[src/rtl/oet_sorter_pkg.sv]
// Shared FSM encodings and default sizes for the sorter family.
// SORTER_DESC_EN (define) flips the sort direction to descending.
package oet_sorter_pkg;

  localparam int SORTER_DATA_W = 8;
  localparam int SORTER_DEPTH  = 8;

  localparam logic [1:0] ST_LOAD  = 2'd0;
  localparam logic [1:0] ST_SORT  = 2'd1;
  localparam logic [1:0] ST_DRAIN = 2'd2;

endpackage

[src/rtl/oet_sorter_cmp_swap.sv]
// Combinational compare-exchange for one element pair.
// SORTER_DESC_EN selects descending order; default is ascending.
module cmp_swap #(
  parameter int DATA_W = 8
) (
  input  logic [DATA_W-1:0] a,
  input  logic [DATA_W-1:0] b,
  output logic [DATA_W-1:0] lo,
  output logic [DATA_W-1:0] hi
);

  logic sel;

  // lo lands at the lower buffer index; equal values never swap
`ifdef SORTER_DESC_EN
  assign sel = a < b;
`else
  assign sel = a > b;
`endif

  assign lo = sel ? b : a;
  assign hi = sel ? a : b;

endmodule

[src/rtl/oet_sorter.sv]
// Frame sorter: load DEPTH words, odd-even transposition sort, drain.
// SORTER_DESC_EN (define) sorts descending; timing is unchanged.
module oet_sorter
  import oet_sorter_pkg::*;
#(
  parameter int DATA_W = SORTER_DATA_W,
  parameter int DEPTH  = SORTER_DEPTH
) (
  input  logic              clk,
  input  logic              rst_n,
  input  logic [DATA_W-1:0] in_data,
  input  logic              in_valid,
  output logic              in_ready,
  output logic [DATA_W-1:0] out_data,
  output logic              out_valid,
  input  logic              out_ready,
  output logic              out_last,
  output logic              busy
);

  localparam int IW = $clog2(DEPTH);
  localparam int NP = DEPTH / 2;
  localparam logic [IW-1:0] LAST = IW'(DEPTH - 1);

  logic [1:0]        state;
  logic [IW-1:0]     wr_idx;
  logic [IW-1:0]     rd_idx;
  logic [IW-1:0]     phase;
  logic [DATA_W-1:0] out_q;
  logic [DATA_W-1:0] mem [DEPTH];
  logic [DATA_W-1:0] nxt [DEPTH];
  logic [DATA_W-1:0] ca  [NP];
  logic [DATA_W-1:0] cb  [NP];
  logic [DATA_W-1:0] clo [NP];
  logic [DATA_W-1:0] chi [NP];

  logic ld;
  logic st;
  logic dr;
  logic in_fire;
  logic out_fire;

  assign ld = state == ST_LOAD;
  assign st = state == ST_SORT;
  assign dr = state == ST_DRAIN;

  // all outputs forced low while reset is held
  assign in_ready  = rst_n & ld;
  assign busy      = rst_n & (st | dr);
  assign out_valid = rst_n & dr;
  assign out_last  = out_valid & (rd_idx == LAST);
  assign out_data  = out_valid ? out_q : '0;

  assign in_fire  = in_valid & in_ready;
  assign out_fire = out_valid & out_ready;

  for (genvar k = 0; k < NP; k++) begin : g_cs
    if (k < NP - 1) begin : g_mid
      assign ca[k] = phase[0] ? mem[2*k+1] : mem[2*k];
      assign cb[k] = phase[0] ? mem[2*k+2] : mem[2*k+1];
    end else begin : g_end
      // top pair has no odd-phase partner
      assign ca[k] = mem[2*k];
      assign cb[k] = mem[2*k+1];
    end

    cmp_swap #(
      .DATA_W(DATA_W)
    ) u_cs (
      .a (ca[k]),
      .b (cb[k]),
      .lo(clo[k]),
      .hi(chi[k])
    );
  end

  always_comb begin
    for (int i = 0; i < DEPTH; i++) begin
      nxt[i] = mem[i];
    end
    if (!phase[0]) begin
      for (int k = 0; k < NP; k++) begin
        nxt[2*k]   = clo[k];
        nxt[2*k+1] = chi[k];
      end
    end else begin
      for (int k = 0; k < NP - 1; k++) begin
        nxt[2*k+1] = clo[k];
        nxt[2*k+2] = chi[k];
      end
    end
  end

  always_ff @(posedge clk) begin
    if (in_fire) begin
      mem[wr_idx] <= in_data;
    end else if (st) begin
      for (int i = 0; i < DEPTH; i++) begin
        mem[i] <= nxt[i];
      end
    end
  end

  always_ff @(posedge clk) begin
    if (!rst_n) begin
      state  <= ST_LOAD;
      wr_idx <= '0;
      rd_idx <= '0;
      phase  <= '0;
      out_q  <= '0;
    end else begin
      unique case (1'b1)
        ld: begin
          if (in_fire) begin
            if (wr_idx == LAST) begin
              wr_idx <= '0;
              state  <= ST_SORT;
            end else begin
              wr_idx <= wr_idx + 1'b1;
            end
          end
        end
        st: begin
          if (phase == LAST) begin
            phase <= '0;
            state <= ST_DRAIN;
            // prefetch from the final phase result
            out_q <= nxt[0];
          end else begin
            phase <= phase + 1'b1;
          end
        end
        dr: begin
          if (out_fire) begin
            if (rd_idx == LAST) begin
              rd_idx <= '0;
              state  <= ST_LOAD;
            end else begin
              rd_idx <= rd_idx + 1'b1;
              out_q  <= mem[rd_idx + 1'b1];
            end
          end
        end
        default: state <= ST_LOAD;
      endcase
    end
  end

endmodule

[config.mk]
export PLATFORM = sky130hd
export DESIGN_NAME = oet_sorter
export DESIGN_NICKNAME = d
export VERILOG_FILES = /design/src/rtl/oet_sorter_pkg.sv /design/src/rtl/oet_sorter_cmp_swap.sv /design/src/rtl/oet_sorter.sv
export SDC_FILE = /design/constraint.sdc
export NUM_CORES = 1
export LEC_CHECK = 0
export ABC_AREA = 1
export CORE_MARGIN = 4
export CORE_UTILIZATION = 41
export DETAILED_ROUTE_END_ITERATION = 16
export PLACE_DENSITY = 0.57
export REMOVE_ABC_BUFFERS = 1
export SYNTH_ARGS = -nofsm -noshare
export SYNTH_HDL_FRONTEND = slang
export SYNTH_SLANG_ARGS = --single-unit
[constraint.sdc]
create_clock -name clk -period 3.8 [get_ports clk]
set_clock_uncertainty 0.1 [all_clocks]
set_input_delay 0.57 -clock clk [delete_from_list [all_inputs] [get_ports clk]]
set_output_delay 0.57 -clock clk [all_outputs]
set_load 0.1 [all_outputs]
==> metrics list, run 1 <==
* Via density: 5.50
- Ordered cell list for the critical path: inv_2 -> or2_2 -> o21ai_1 -> inv_1 -> ha_1 -> nand2_1 -> o21ai_1 -> nand2_1 -> nand2_1 -> nand2_2 -> inv_2 -> nand2_1 -> nand3_1 -> o211ai_1
* Area of the core: 15900 sq um
* Transition time at the pin with the least slew margin: 1.23 ns
* Critical Path Fanout Max: 27
- The startpoint identified for the worst register-to-register timing path is phase[0].
* Syn-to-layout area delta: 10.1%
- The routed design has 19200 um of wire.
- In this run the remaining antenna-violating nets after routing total 0.
- The longest clock path from root to sink contains 2 buffers.
* Number of sinks driven by the clock tree: 83
- Number of standard cells after synthesis: 886
* Slowest stage delay, CP: 0.36 ns
* Initial drt markers: 613
- In the global route stage, overall resource usage came out at 0.216.
* Number of non-filler instances in the completed layout: 1112
- Setup violations remaining at the end of the flow were counted as 0.
* Distinct cell type count of the synthesized netlist: 42
* Worst setup slack before clock tree synthesis: 0.732 ns
- Averaged over all synthesized cells, the footprint is 7.54 sq um.
* Endpoint kind of the worst setup timing path: register
* H-tree Lvls: 3
- STA puts the critical path data required time at 3.77 ns.
- Clock root cell: sky130_fd_sc_hd__clkbuf_16
- Critical register-to-register path endpoint: mem[6][4]
* Leading cell type in the layout, fill and taps excluded: sky130_fd_sc_hd__nand2_1
- Initial Utilization: 0.419
- CTS-repair resized insts: 0
* Worst hold path endpoint: rd_idx[1]
- Setup repair after global routing left no endpoint under its margin.
* Total negative slack: 0 ns
- In this run the cell area of the synthesized design comes to 6680 sq um.
* Chip width: 136 um
- The flow ran to the end, and the final reports show no timing, DRC or antenna violations.
- The most numerous cell type found on the critical path is sky130_fd_sc_hd__nand2_1.
- Vias post-DR: 6114
- The first global-routing pass estimated 30800 um of wire.
* Power Density: 809 nW/um^2
- For flop-to-flop paths, the worst setup slack is 0.65 ns.
* Postcts setup bufs: 0
- Placed cell count: 1096
- Floorplan die area: 18400 sq um
* CTS tree: built
- In this run, CTS created clock tree buffers numbering 9.
- The top cell types in the final layout, fill and taps aside, are sky130_fd_sc_hd__nand2_1 (191), sky130_fd_sc_hd__nand3_1 (146), sky130_fd_sc_hd__inv_1 (98), sky130_fd_sc_hd__edfxtp_1 (64), sky130_fd_sc_hd__o21ai_0 (61).
* Cts hold-fix bufs: 0
* DRC violation count after routing: 0
- Overall power consumption after layout is estimated at 5.95 mW.
* Worst skew pair latency: 0.35 ns
- On the critical path, the stage with the largest delay is an instance of sky130_fd_sc_hd__dfxtp_4.
* Achievable frequency: 318 MHz
* Worst relative slew slack: 0.177
- Final Cycle Share: 0.828
- The floorplan step set the die height to 136 um.
* Seq cells post-synth: 83
- The number of global-route vias before repair was 5826.
* Startpoint types: register
- Sequential element share of the synthesized area: 0.345
- Antenna violations before repair: 0
- Dividing the detail-routed wire length by the instance count gives 17.3 um.
* Share of flip-flops with an asynchronous set or reset after synthesis: 0
- Largest net degree at the start of global routing: 90
* Leakage power: 3.06 nW
- The net count of the finished layout is 944.
- Port buffer count: 23
* Number of maximum-capacitance violations: 0
* Post-route minimum period: 3.15 ns
* Gp weighted congestion: 0.831
- Data arrival time of the worst path: 3.12 ns
- R2R depth: 14
- Count of pins on the block boundary: 24
* Rows: 46
- The worst path meets setup with 0.653 ns of slack.
- Router iterations before antenna repair: 5
- Setup CP Type: register to register
- Total global routing overflow: 0
* Diodes inserted: 0
- Of the cells placed in the final design, the portion with a size suffix greater than 1 is 0.142.
* Type of the tightest min-delay check: register to register
- Hold Crit Start: rd_idx[1]
* Pins over their slew limit: 0
* Number of flops mapped to enable cells by yosys: 64
- The worst-case IR drop observed on VDD is 0.299 mV.
* Hpwl dp: 13600 um
- At the end of the flow the core is filled with cells to 0.461.
* Endpoints failing hold: 0
- Clock transition at the registers of the reported paths: 0.06 ns
- Flip-flop cell with the highest count after synthesis: sky130_fd_sc_hd__edfxtp_1
- The Yosys step of the flow raised 0 warnings.
* Worst Hold Path Cells: 2
==> cell families after synthesis <==
group | Yosys count | share of synthesized area
AO/OA/AOI/OAI | 202 | 0.186
adder cells (fa/ha/maj) | 41 | 0.0768
buffers and inverters | 153 | 0.103
flip-flops | 83 | 0.345
AND/OR/NAND/NOR | 407 | 0.289
==> worst max path at each step <==
stage               slack, ns     start        end  depth (start not counted)
detailed placement       0.73  phase[0]  mem[2][1]                         14
CTS                      0.72  phase[0]  mem[6][4]                         14
floorplan               -0.82  phase[0]  mem[2][1]                         14
global route             0.43  phase[0]  mem[5][4]                         14
finish                   0.65  phase[0]  mem[6][4]                         14
global placement         0.73  phase[0]  mem[5][7]                         14
==> critical path: cells and delay by family, from the launching register on <==
family | cells | cell delay (ns)
adder cells (fa/ha/maj) | 1 | 0.30
buffers and inverters | 3 | 0.63
AO/OA/AOI/OAI | 3 | 0.45
AND/OR/NAND/NOR | 7 | 1.02
flip-flops | 1 | 0.36
==> layer usage <==
metal,share of wire,track usage,vias up,routed length (um)
met5,0,0,-,0
met4,0.021,0.0722,0,397
met3,0.054,0.0260,33,1040
met2,0.48,0.359,161,9140
met1,0.45,0.292,2861,8660
li1,-,-,3059,-
==> sequential cells by signal, summed over array words and instances (netlist names) <==
name and cells:
mem 64, out_q 8, phase 3, rd_idx 3, state 2, wr_idx 3
==> area by class of cell <==
cell class / instances / area (sq um)
clock buffer: 15 / 278
clock inverter: 1 / 6.26
fill: 1646 / 8590
inverter: 109 / 424
multi-input combinational: 650 / 3730
sequential: 83 / 2310
tap: 216 / 270
timing repair buffer: 38 / 338
==> report_power, final <==
part / internal (mW) / switching [mW] / total [mW]
Combinational: 1.09 / 2.53 / 3.62
Clock: 0.499 / 0.373 / 0.872
Sequential: 1.32 / 0.128 / 1.45
==> synthesized netlist by cell type (4+ instances only) <==
master                     count  share of area
sky130_fd_sc_hd__nand2_2      13          0.012
sky130_fd_sc_hd__edfxtp_1     64           0.29
sky130_fd_sc_hd__nor2_1       20          0.011
sky130_fd_sc_hd__o21ai_0      61          0.046
sky130_fd_sc_hd__buf_4         6         0.0067
sky130_fd_sc_hd__inv_1        98          0.055
sky130_fd_sc_hd__a21oi_2       5         0.0066
sky130_fd_sc_hd__nand2_1     191           0.11
sky130_fd_sc_hd__o21ai_2      12          0.016
sky130_fd_sc_hd__clkbuf_1     10         0.0056
sky130_fd_sc_hd__nand2_4       4         0.0067
sky130_fd_sc_hd__o211ai_1     25          0.028
sky130_fd_sc_hd__nand3_1     146           0.11
sky130_fd_sc_hd__o41ai_1       6         0.0079
sky130_fd_sc_hd__buf_6         5         0.0084
sky130_fd_sc_hd__buf_2        19          0.014
sky130_fd_sc_hd__dfxtp_1      19          0.057
sky130_fd_sc_hd__o211ai_2      6          0.011
sky130_fd_sc_hd__inv_2         6         0.0034
sky130_fd_sc_hd__nand3_2      10          0.015
sky130_fd_sc_hd__ha_1         41          0.077
sky130_fd_sc_hd__a21oi_1      44          0.033
sky130_fd_sc_hd__or2_2        15          0.014
sky130_fd_sc_hd__o21ai_1      34          0.025
==> through the flow <==
stage	hold slack [ns]	area [sq um]
finish	0.390	7350
global route	0.429	7350
CTS	0.393	7350
detailed placement	0.384	7070
global placement	0.376	7070
floorplan	0.358	6410
Note: power is estimated with default switching activity, not from simulation.
==> inputs of run 2 (changes only) <==
- clock period: 3.8 -> 3 ns (I/O delays scaled with it)
==> run 2 against run 1 <==
Sequential share of layout area is 0.76 points lower; die area did not move; clock-buffer cell count decreased by 1; largest power group unchanged; critical path depth down 1; flip-flop and latch count did not move; power is 28% higher; combinational power increased by 30%; final cell count grew 0.54%; largest cell class unchanged; register-to-register slack got worse by 0.41 ns; hold slack improved by 0.010 ns.
==> metrics list, run 2 (synthesized netlist as in run 1, its figures left out) <==
* Postcts setup bufs: 0 (unchanged)
- Total global routing overflow: 0 (unchanged)
- The flow ran to the end, and the final reports show no timing, DRC or antenna violations.
- Post-route minimum period: 2.76 ns (-0.390 ns)
- The total number of nets in the final design is 950 (+0.64%).
* Global-route wire length before repair: 31200 um (+1.2%)
- Type of the tightest min-delay check: register to register
- The clock sink total is 83 (unchanged).
* Post-place instance area: 7250 sq um (+2.6%)
- Power Density: 1010 nW/um^2 (+25%)
- Final-layout fill cell count: 1647 (+0.061%)
- The pin count of the biggest net entering global routing came to 68 (-24%).
* Maximum resistive drop on vdd: 0.372 mV (+24%)
- Transition time at the pin with the least slew margin: 1.22 ns (-0.00985 ns)
* Final worst hold slack: 0.400 ns (+0.0104 ns)
- The post-detailed-route via-to-cell ratio came to 5.52 (+0.41%).
- The I/O pin count is 24 (unchanged).
- The total wire length is 19700 um (+2.3%).
- Syn-to-layout area delta: 12.8%
* Aggregate global-route resource usage: 0.218 (+0.00199)
- The slack of the critical path is 0.243 ns (-0.410 ns).
- Number of buffers on the longest clock path: 2 (unchanged)
* Endpoint kind of the worst setup timing path: register
- The register with the most flip-flops in the final layout is mem.
- The setup slack after placement was 0.204 ns (-0.528 ns).
- Floorplan die area: 18400 sq um (unchanged)
* Initial drt markers: 550 (-10%)
- Leading cell type in the layout, fill and taps excluded: sky130_fd_sc_hd__nand2_1
- Area of the core: 15900 sq um (unchanged)
* Port buffer count: 23 (unchanged)
* Clock root cell: sky130_fd_sc_hd__clkbuf_16
* RSZ-0062 raised after global routing: false
- The number of antenna violations at the first check in global routing came to 0 (unchanged).
* Gp weighted congestion: 0.837 (+0.75%)
- Diodes inserted: 0 (unchanged)
* CTS tree: built
* Worst skew pair latency: 0.35 ns (about the same)
- Fraction of final layout cells with drive strength greater than 1: 0.147 (+0.00571)
- Clock transition at the registers of the reported paths: 0.06 ns (about the same)
- Critical Path Fanout Max: 19 (-30%)
- Rows: 46 (unchanged)
- Power, Total: 7.63 mW (+28%)
- Vias post-DR: 6172 (+0.95%)
- Final Cycle Share: 0.919 (+0.0908)
* Number of CTS-inserted buffers: 9 (unchanged)
- The horizontal extent of the die was 136 um (unchanged).
* Average detailed-routed wire length per instance: 17.6 um (+1.7%)
- Largest registers: mem: 64 flops, out_q: 8 flops
- The number of global-route vias before repair was 5765 (-1.0%).
* Cell area after layout: 7530 sq um (+2.5%)
* Initial Utilization: 0.419 (unchanged)
- The first-pass iteration count of the detailed router is 6 (+1).
* Die H: 136 um (unchanged)
* H-tree Lvls: 3 (unchanged)
- The half-perimeter wire length of the detailed placement result came to 14100 um (+3.2%).
- The hold violation total from the final report was 0 (unchanged).
* DRC violation count after routing: 0 (unchanged)
- Setup CP Type: register to register
- The max-slew headroom at the worst pin came to 0.175 (-0.00236).
* Startpoint types: register
- The maximum achievable frequency is 363 MHz (+14%).
* Leading cell types in the layout, fill and taps excluded: sky130_fd_sc_hd__nand2_1 (191), sky130_fd_sc_hd__nand3_1 (146), sky130_fd_sc_hd__inv_1 (98), sky130_fd_sc_hd__edfxtp_1 (64), sky130_fd_sc_hd__o21ai_0 (61)
- The count of maximum capacitance violations was 0 (unchanged).
* Pins over their slew limit: 0 (unchanged)
- The flip-flop count of the largest register after layout was 64 (unchanged).
- The slack of the worst reg-to-reg path came to 0.24 ns (-0.41 ns).
* Detail Route Antenna Nets: 0 (unchanged)
- The leakage component of the power is 3.12 nW (+1.9%).
* WP data required: 2.98 ns (-0.79 ns)
- Number of failing setup endpoints in the final timing report: 0 (unchanged)
- The arrival time at the worst endpoint came to 2.74 ns (-0.38 ns).
run 2: cell count changes in the layout (fill, tap and decap cells not counted), sizes merged:
cell	before	now
clkinv	4	5
buf	27	33
clkbuf	15	14
run 2: area by class of cell:
type / count / area, sq um / share of cell area
clock buffer: 14 / 264 / 0.0350
clock inverter: 2 / 11.3 / 0.00149
inverter: 109 / 427 / 0.0566
multi-input combinational: 650 / 3740 / 0.496
sequential: 83 / 2310 / 0.306
tap: 216 / 270 / 0.0359
timing repair buffer: 44 / 520 / 0.0691
run 2: worst max-delay path, stage by stage, from the launching register on:
cell and delay [ns]:
sky130_fd_sc_hd__dfxtp_4 0.37, sky130_fd_sc_hd__inv_2 0.14, sky130_fd_sc_hd__or2_2 0.30, sky130_fd_sc_hd__o21ai_0 0.15
sky130_fd_sc_hd__inv_1 0.08, sky130_fd_sc_hd__ha_1 0.30, sky130_fd_sc_hd__nand2_1 0.07, sky130_fd_sc_hd__nor2_1 0.17
sky130_fd_sc_hd__nand4_1 0.16, sky130_fd_sc_hd__nand2_4 0.18, sky130_fd_sc_hd__buf_4 0.18, sky130_fd_sc_hd__nand2_1 0.08
sky130_fd_sc_hd__nand3_1 0.12, sky130_fd_sc_hd__o211ai_2 0.08
run 2: stage by stage:
stage	utilization	TNS, ns	cells
after floorplan	-	-98.96	842
final	0.473	0	1118
after CTS	0.472	0	1118
after detailed placement	0.455	0	1102
after global placement	0.455	0	1102
after global routing	0.473	0	1118
run 2: power by group:
part / total [mW] / leakage [nW] / internal (mW) / switching [mW]
Sequential: 1.85 / 0.744 / 1.68 / 0.166
Clock: 1.08 / 0.137 / 0.608 / 0.470
Combinational: 4.71 / 2.23 / 1.48 / 3.23
Total: 7.63 / 3.12 / 3.76 / 3.87
run 2: path summary, 6_finish.rpt:
check	cells after the start	startpoint	endpoint
min	2	rd_idx[1]	rd_idx[1]
max reg2reg	13	phase[0]	mem[2][7]
max	13	phase[0]	mem[2][7]
min reg2reg	2	rd_idx[1]	rd_idx[1]
run 2: layer usage:
metal / vias up / track usage / wire length (um) / part of all wire
met4: 0 / 0.0717 / 558 / 0.028
li1: 3074 / - / - / -
met1: 2866 / 0.308 / 9150 / 0.46
met2: 195 / 0.334 / 8700 / 0.44
met5: - / 0 / 0 / 0
met3: 37 / 0.0438 / 1270 / 0.065
run 2: repair_timing:
action	CTS	global route
setup endpoints to repair	0	24
hold endpoints to repair	0	0
hold buffers	0	0
gates resized for setup	0	3
==> inputs of run 3 (changes only) <==
- ABC_AREA: 1 -> not set
- CTS_CLUSTER_DIAMETER: not set -> 50
- PLACE_DENSITY: 0.57 -> 0.54
==> run 3 against run 2 <==
Non-clock buffer count increased by 16; synthesized cell count fell by 17%; die area about the same; final cell count is 13% lower; utilization grew 1.0 points; wire length down 4.3%; register-to-register slack got worse by 0.08 ns; power decreased by 27%; critical endpoint is now out_q[6].
==> metrics list, run 3 <==
* Achievable frequency: 353 MHz (-2.7%)
- The worst setup path is of the register to register kind.
- The worst-case reg-to-reg path depth is 11 (-2).
- In the layout the commonest cells are sky130_fd_sc_hd__nand2_1 (148), sky130_fd_sc_hd__mux2i_1 (69), sky130_fd_sc_hd__edfxtp_1 (64), sky130_fd_sc_hd__o21ai_1 (52), sky130_fd_sc_hd__ha_1 (41).
- In this run the critical register-to-register path is launched from phase[0].
- Most instantiated library cell after synthesis: sky130_fd_sc_hd__nand2_1
- Worst reg-to-reg setup slack: 0.17 ns (-0.08 ns)
- Endpoint kind of the worst setup timing path: register
* Count of pins on the block boundary: 24 (unchanged)
- Worst skew pair latency: 0.35 ns (about the same)
- First element of the critical path: phase[0]
* Detail Route Antenna Nets: 0 (unchanged)
- Mapped Area: 6670 sq um (about the same)
- Number of maximum-capacitance violations: 0 (unchanged)
- Yosys synthesis warning count: 0 (unchanged)
* Clock transition at the registers of the reported paths: 0.07 ns (about the same)
- The total power of the final layout came to 5.56 mW (-27%).
* Antenna violations before repair: 0 (unchanged)
- The number of cells in the design after placement is 958 (-13%).
* Post-route minimum period: 2.83 ns (+0.0774 ns)
* Worst setup slack before clock tree synthesis: 0.0382 ns (-0.165 ns)
* Gp weighted congestion: 0.892 (+6.6%)
- The core area was 15900 sq um (unchanged).
- Floorplan die area: 18400 sq um (about the same)
- The arrival time at the worst endpoint was 2.96 ns (+0.22 ns).
- The pin count of the biggest net entering global routing came to 36 (-47%).
- Aggregate global-route resource usage: 0.210 (-0.00777)
* Share of flip-flops with an asynchronous set or reset after synthesis: 0 (unchanged)
* DRC violation count after routing: 0 (unchanged)
* Final net count: 808 (-15%)
- Post-place instance area: 7350 sq um (+1.3%)
- The starting density of the core is 0.419 (about the same).
* Area of the multi-input gates: 4010 sq um (+7.4%)
- The sum of overflow across all layers after global routing came to 0 (unchanged).
* Type of the tightest min-delay check: register to register
- The row count was 46 (unchanged).
- Global-route wire length before repair: 30000 um (-3.8%)
- The clock sink total came to 83 (unchanged).
- The tree is rooted in a sky130_fd_sc_hd__clkbuf_16.
* Cell area after layout: 7700 sq um (+2.1%)
* Fraction of final layout cells with drive strength greater than 1: 0.109 (-0.0382)
- Number of CTS-inserted buffers: 9 (unchanged)
- The H-tree depth came to 3 (unchanged).
* Diodes inserted: 0 (unchanged)
- Number of flops mapped to enable cells by yosys: 64 (unchanged)
* Startpoint types: register
- Leakage power: 3.08 nW (-1.3%)
- Seq cells post-synth: 83 (unchanged)
- Chip width: 136 um (about the same)
- The hold violation total from the final report came to 0 (unchanged).
- Number of failing setup endpoints in the final timing report: 0 (unchanged)
- Via density: 5.84 (+5.9%)
- Number of non-filler instances in the completed layout: 976 (-13%)
* Cts hold-fix bufs: 0 (unchanged)
- Ranked by flip-flop count, first place goes to mem.
- The final max-slew violation count was 0 (unchanged).
- The buffers inserted during post-CTS setup optimization is 0 (unchanged).
- The routed length per placed instance came to 19.3 um (+9.6%).
- Critical Path Fanout Max: 35 (+16)
- For this run, the leading register cell type out of synthesis is sky130_fd_sc_hd__edfxtp_1.
- The library cell used most frequently in the layout, excluding fill and tap cells, is sky130_fd_sc_hd__nand2_1.
* Worst relative slew slack: 0.486 (+0.312)
- By count the netlist is led by sky130_fd_sc_hd__nand2_1 (148), sky130_fd_sc_hd__mux2i_1 (69), sky130_fd_sc_hd__edfxtp_1 (64).
* WP data required: 3.13 ns (+0.15 ns)
- Transition time at the pin with the least slew margin: 0.767 ns (-0.457 ns)
* Sequential element share of the synthesized area: 0.345 (about the same)
- The worst hold path begins at rd_idx[2].
* Outcome: finished, final reports clean
* Largest registers: mem: 64 flops, out_q: 8 flops
- Number of flip-flops under the largest register name: 64 (unchanged)
- Distinct cell type count of the synthesized netlist: 51 (+21%)
* Cell types occupying the most area after synthesis: sky130_fd_sc_hd__edfxtp_1 (29%), sky130_fd_sc_hd__mux2i_1 (10%), sky130_fd_sc_hd__nand2_1 (8.3%)
- The total number of vias is 5704 (-7.6%).
* Hpwl dp: 14000 um (-0.59%)
- The share of the cycle needed by the critical path after routing came to 0.945 (+0.0258).
* Portion of synthesized cell area occupied by the leading cell type: 0.288 (about the same)
- Summed over all instances, the cell type with the most area after synthesis is sky130_fd_sc_hd__edfxtp_1.
* Syn-to-layout area delta: 15.3%
* Power Density: 722 nW/um^2 (-29%)
- Port buffer count: 23 (unchanged)
* Number of global-route vias before repair: 5582 (-3.2%)
- The register cell area after layout came to 2310 sq um (unchanged).
- Initial drt markers: 440 (-20%)
- The instance count along the most critical hold path came to 2 (unchanged).
* Router iterations before antenna repair: 5 (-1)
- TritonCTS built the clock tree.
- RSZ-0062 raised after global routing: false
- The number of resized instances in the post-cts repair step was 0 (unchanged).
- The total wire length came to 18800 um (-4.3%).
* Number of buffers on the longest clock path: 2 (unchanged)
- Maximum resistive drop on vdd: 0.362 mV (-2.5%)
- Number of standard cells after synthesis: 733 (-17%)
- The die height came to 136 um (about the same).
- The post-synthesis average cell area came to 9.10 sq um (+21%).
- The slack of the critical path was 0.165 ns (-0.0774 ns).
- Final-layout fill cell count: 1519 (-7.8%)
## run 3: power breakdown
| group | internal, mW | leakage [nW] | switching, mW |
|---|---|---|---|
| sequential | 1.47 | 0.735 | 0.167 |
| combinational | 1.13 | 2.18 | 1.56 |
| clock | 0.754 | 0.157 | 0.473 |
## run 3: cell families (layout without fill, tap and decap cells)
kind of cell,count (synthesis),in the layout,share of synthesized area
AND/OR/NAND/NOR,281,281,0.199
adder cells (fa/ha/maj),41,41,0.0769
flip-flops,83,83,0.345
AO/OA/AOI/OAI,164,164,0.147
buffers and inverters,71,98,0.0536
multiplexers,93,93,0.179
## run 3: path summary, 6_finish.rpt
| check | to |
|---|---|
| min reg2reg | rd_idx[2] |
| max reg2reg | out_q[6] |
| min | rd_idx[2] |
| max | out_q[6] |
## run 3: layout make-up
class | count | area share
inverter | 22 | 0.0107
multi-input combinational | 579 | 0.522
sequential | 83 | 0.300
clock inverter | 4 | 0.00959
timing repair buffer | 60 | 0.0914
tap | 216 | 0.0351
clock buffer | 12 | 0.0320
## run 3: worst max-delay path: stages, from the launching register on
cell and delay (ns):
sky130_fd_sc_hd__dfxtp_4 0.42, sky130_fd_sc_hd__buf_12 0.20, sky130_fd_sc_hd__nand2b_1 0.15, sky130_fd_sc_hd__nand2_1 0.07, sky130_fd_sc_hd__ha_1 0.30, sky130_fd_sc_hd__nor2b_1 0.13, sky130_fd_sc_hd__o211ai_1 0.13, sky130_fd_sc_hd__a211oi_2 0.40
sky130_fd_sc_hd__o21bai_2 0.10, sky130_fd_sc_hd__buf_4 0.20, sky130_fd_sc_hd__nor4bb_1 0.15, sky130_fd_sc_hd__or3_1 0.36
## run 3: routing by layer
layer  track usage  vias up  wire, um
met1         0.282     2736      8710
met2         0.338      176      8750
met5             0        -         0
met3        0.0312       39       710
li1              -     2753         -
met4        0.0907        0       660
## run 3: through the flow
stage,TNS (ns),util,hold slack [ns]
after global routing,0,0.483,0.404
after detailed placement,0,0.461,0.364
after floorplan,-121.43,-,0.348
final,0,0.483,0.367
after CTS,0,0.481,0.372
after global placement,0,0.461,0.357
==> RTL change (settings of run 3) <==
`SORTER_DEPTH`: 8 -> 4.
--- a/src/rtl/oet_sorter_pkg.sv
+++ b/src/rtl/oet_sorter_pkg.sv
@@ -3,7 +3,7 @@
 package oet_sorter_pkg;
 
   localparam int SORTER_DATA_W = 8;
-  localparam int SORTER_DEPTH  = 8;
+  localparam int SORTER_DEPTH  = 4;
 
   localparam logic [1:0] ST_LOAD  = 2'd0;
   localparam logic [1:0] ST_SORT  = 2'd1;
Check against the original RTL: not equivalent (a bounded check fails within 10 cycles, from zero or initial values and one cycle with rst_n low).
==> RTL change against run 3 <==
  * Sequential power fell by 46%
  * Worst setup slack improved by 0.045 ns
  * Final area fell by 44%
  * Cell count fell by 47%
  * Sequential cell count fell by 35
  * Power fell by 53%
  * Wire length fell by 48%
  * Area after synthesis fell by 45%
  * Critical path type unchanged
  * Global-route usage fell by 1.4 points
  * Critical path depth fell by 3
==> RTL change: results (changes against run 3) <==
| Metric | Value |
|---|---|
| Result of the run | `completed` |
| Max H-tree Level | `2 (-1)` |
| Type of the tightest min-delay check | `flop to flop` |
| Worst-case setup slack after placement | `0.0275 ns (-0.0108 ns)` |
| Clock Tree Root | `clkbuf_8` |
| Biggest regs | `mem x32, out_q x8` |
| Worst hold path endpoint | `rd_idx[1]$_SDFFE_PN0P_` |
| Worst-case register-to-register setup slack | `0.21 ns (+0.05 ns)` |
| Estimated wirelength of the detail-placed design | `7510 um (-46%)` |
| Post-Syn Instances | `394 (-46%)` |
| Largest cells by area after synthesis | `edfxtp_1, dfxtp_1, ha_1, mux4_2, a31oi_1` |
| Number of post-CTS setup repair buffers | `0 (unchanged)` |
| Iteration-0 DRC Markers | `151 (-66%)` |
| Clock network latency to the later pin of the worst-skew pair | `0.31 ns (-0.04 ns)` |
| Filler cell count | `811 (-47%)` |
| Start point of the worst min-delay path | `rd_idx[1]$_SDFFE_PN0P_` |
| Most used standard cells in the synthesized netlist | `edfxtp_1, a21oi_1, a31oi_1` |
| Via count | `3168 (-44%)` |
| Hold Worst Slack | `0.379 ns (+0.0119 ns)` |
| Number of cells traversed by the worst register-to-register path | `8 (-3)` |
| Final weighted congestion in routability-driven placement | `0.825 (-7.5%)` |
| Detailed-route vias per instance | `6.07 (+3.8%)` |
| Startpoint Class | `flop` |
| Number of buffers added on ports | `23 (unchanged)` |
| Count of cell types in the netlist | `50 (-2.0%)` |
| Number of antenna cells inserted | `0 (unchanged)` |
| Number of buffers on the longest clock path | `2 (unchanged)` |
| Clock-pin slew on the worst setup and hold paths | `0.10 ns (+0.03 ns)` |
| Critical path data arrival time | `2.85 ns (-0.11 ns)` |
| Standby leakage power | `0.00157 uW (-49%)` |
| First-pass GRT wire length | `16000 um (-47%)` |
| CP endpoint | `mem[0][0]$_DFFE_PP_` |
| Slowest stage cell, crit path | `dfxtp_1` |
| Slew Limit Headroom | `0.530 (+0.0443)` |
| # nets final | `447 (-45%)` |
| Largest fanout on the critical path | `26 (-26%)` |
| Count of cells along the worst hold path | `2 (unchanged)` |
| Placed cells | `514 (-46%)` |
| Worst r2r src | `phase[0]$_SDFFE_PN0P_` |
| Switching power total | `1030 uW (-53%)` |
| Number of warnings reported in the yosys synthesis log | `0 (unchanged)` |
| EDFF count, synth | `32 (-50%)` |
| Largest net degree at the start of global routing | `27 (-25%)` |
| Worst IR Drop VDD | `0.000356 V (-1.7%)` |
| Min cycle time layout | `2.79 ns (-0.0454 ns)` |
| Ys async rst share | `0 (unchanged)` |
| Via count of the first global-routing pass | `3069 (-45%)` |
| Sequential area share after synthesis | `0.346 (+0.00122)` |
| Global router's overall resource usage | `0.196 (-0.0140)` |
| Total length of routed wires | `9720 um (-48%)` |
| Total clock buffers created by CTS | `5 (-4)` |
| # resized after CTS | `0 (unchanged)` |
| Layout cell share with drive strength beyond 1 | `0.186 (+0.0768)` |
| Delay of the slowest cell on the worst path | `0.42 ns (about the same)` |
| Antenna violations before repair | `0 (unchanged)` |
| Total iterations of the first detailed-routing run | `4 (-1)` |
## RTL change: changes by cell type in the layout (fill, tap and decap cells not counted), sizes merged, moves of 19 or more
cell	before	now
nand2b	29	9
nand2	148	21
ha	41	22
o21ai	76	21
edfxtp	64	32
mux2i	69	10
## RTL change: worst max-delay path, delay by kind of cell, from the launching register on
family          cells  cell delay, ns
simple gates        2            0.42
mux                 1            0.35
compound gates      3            0.78
buf+inv             1            0.20
flops               1            0.42
fa+ha+maj           1            0.35
## RTL change: metrics by stage
stage	area, um2	power (uW)
5_1_grt	4330	2780
3_5_place_dp	4200	2080
2_1_floorplan	3550	1720
4_1_cts	4320	2570
6_report	4330	2590
3_3_place_gp	4200	2080
## RTL change: cell families (layout without fill, tap and decap cells)
kind of cell             count (synthesis)  in the layout  synth area share
AND/OR/NAND/NOR                        131            131             0.198
flip-flops                              48             48             0.346
AO/OA/AOI/OAI                          123            123             0.228
adder cells (fa/ha/maj)                 22             22            0.0744
multiplexers                            26             26             0.100
buffers and inverters                   44             64            0.0537
## RTL change: metal layers
layer,global-route usage,wire (um),vias to the layer above
met5,0,0,-
met4,0.0926,402,0
li1,-,-,1536
met1,0.272,4410,1519
met3,0.0257,439,29
met2,0.302,4470,84
## RTL change: power groups by stage
stage | Combinational [uW] | Clock (uW) | Sequential (uW)
2_1_floorplan | 817 | 0 | 899
3_3_place_gp | 1180 | 0 | 899
3_5_place_dp | 1190 | 0 | 897
4_1_cts | 1190 | 502 | 882
5_1_grt | 1350 | 535 | 893
6_report | 1210 | 497 | 884
## RTL change: layout make-up
cell class,instances,share of cell area
sequential,48,0.296
tap,108,0.0312
inverter,13,0.0113
clock buffer,8,0.0280
multi-input combinational,302,0.516
timing repair buffer,43,0.118
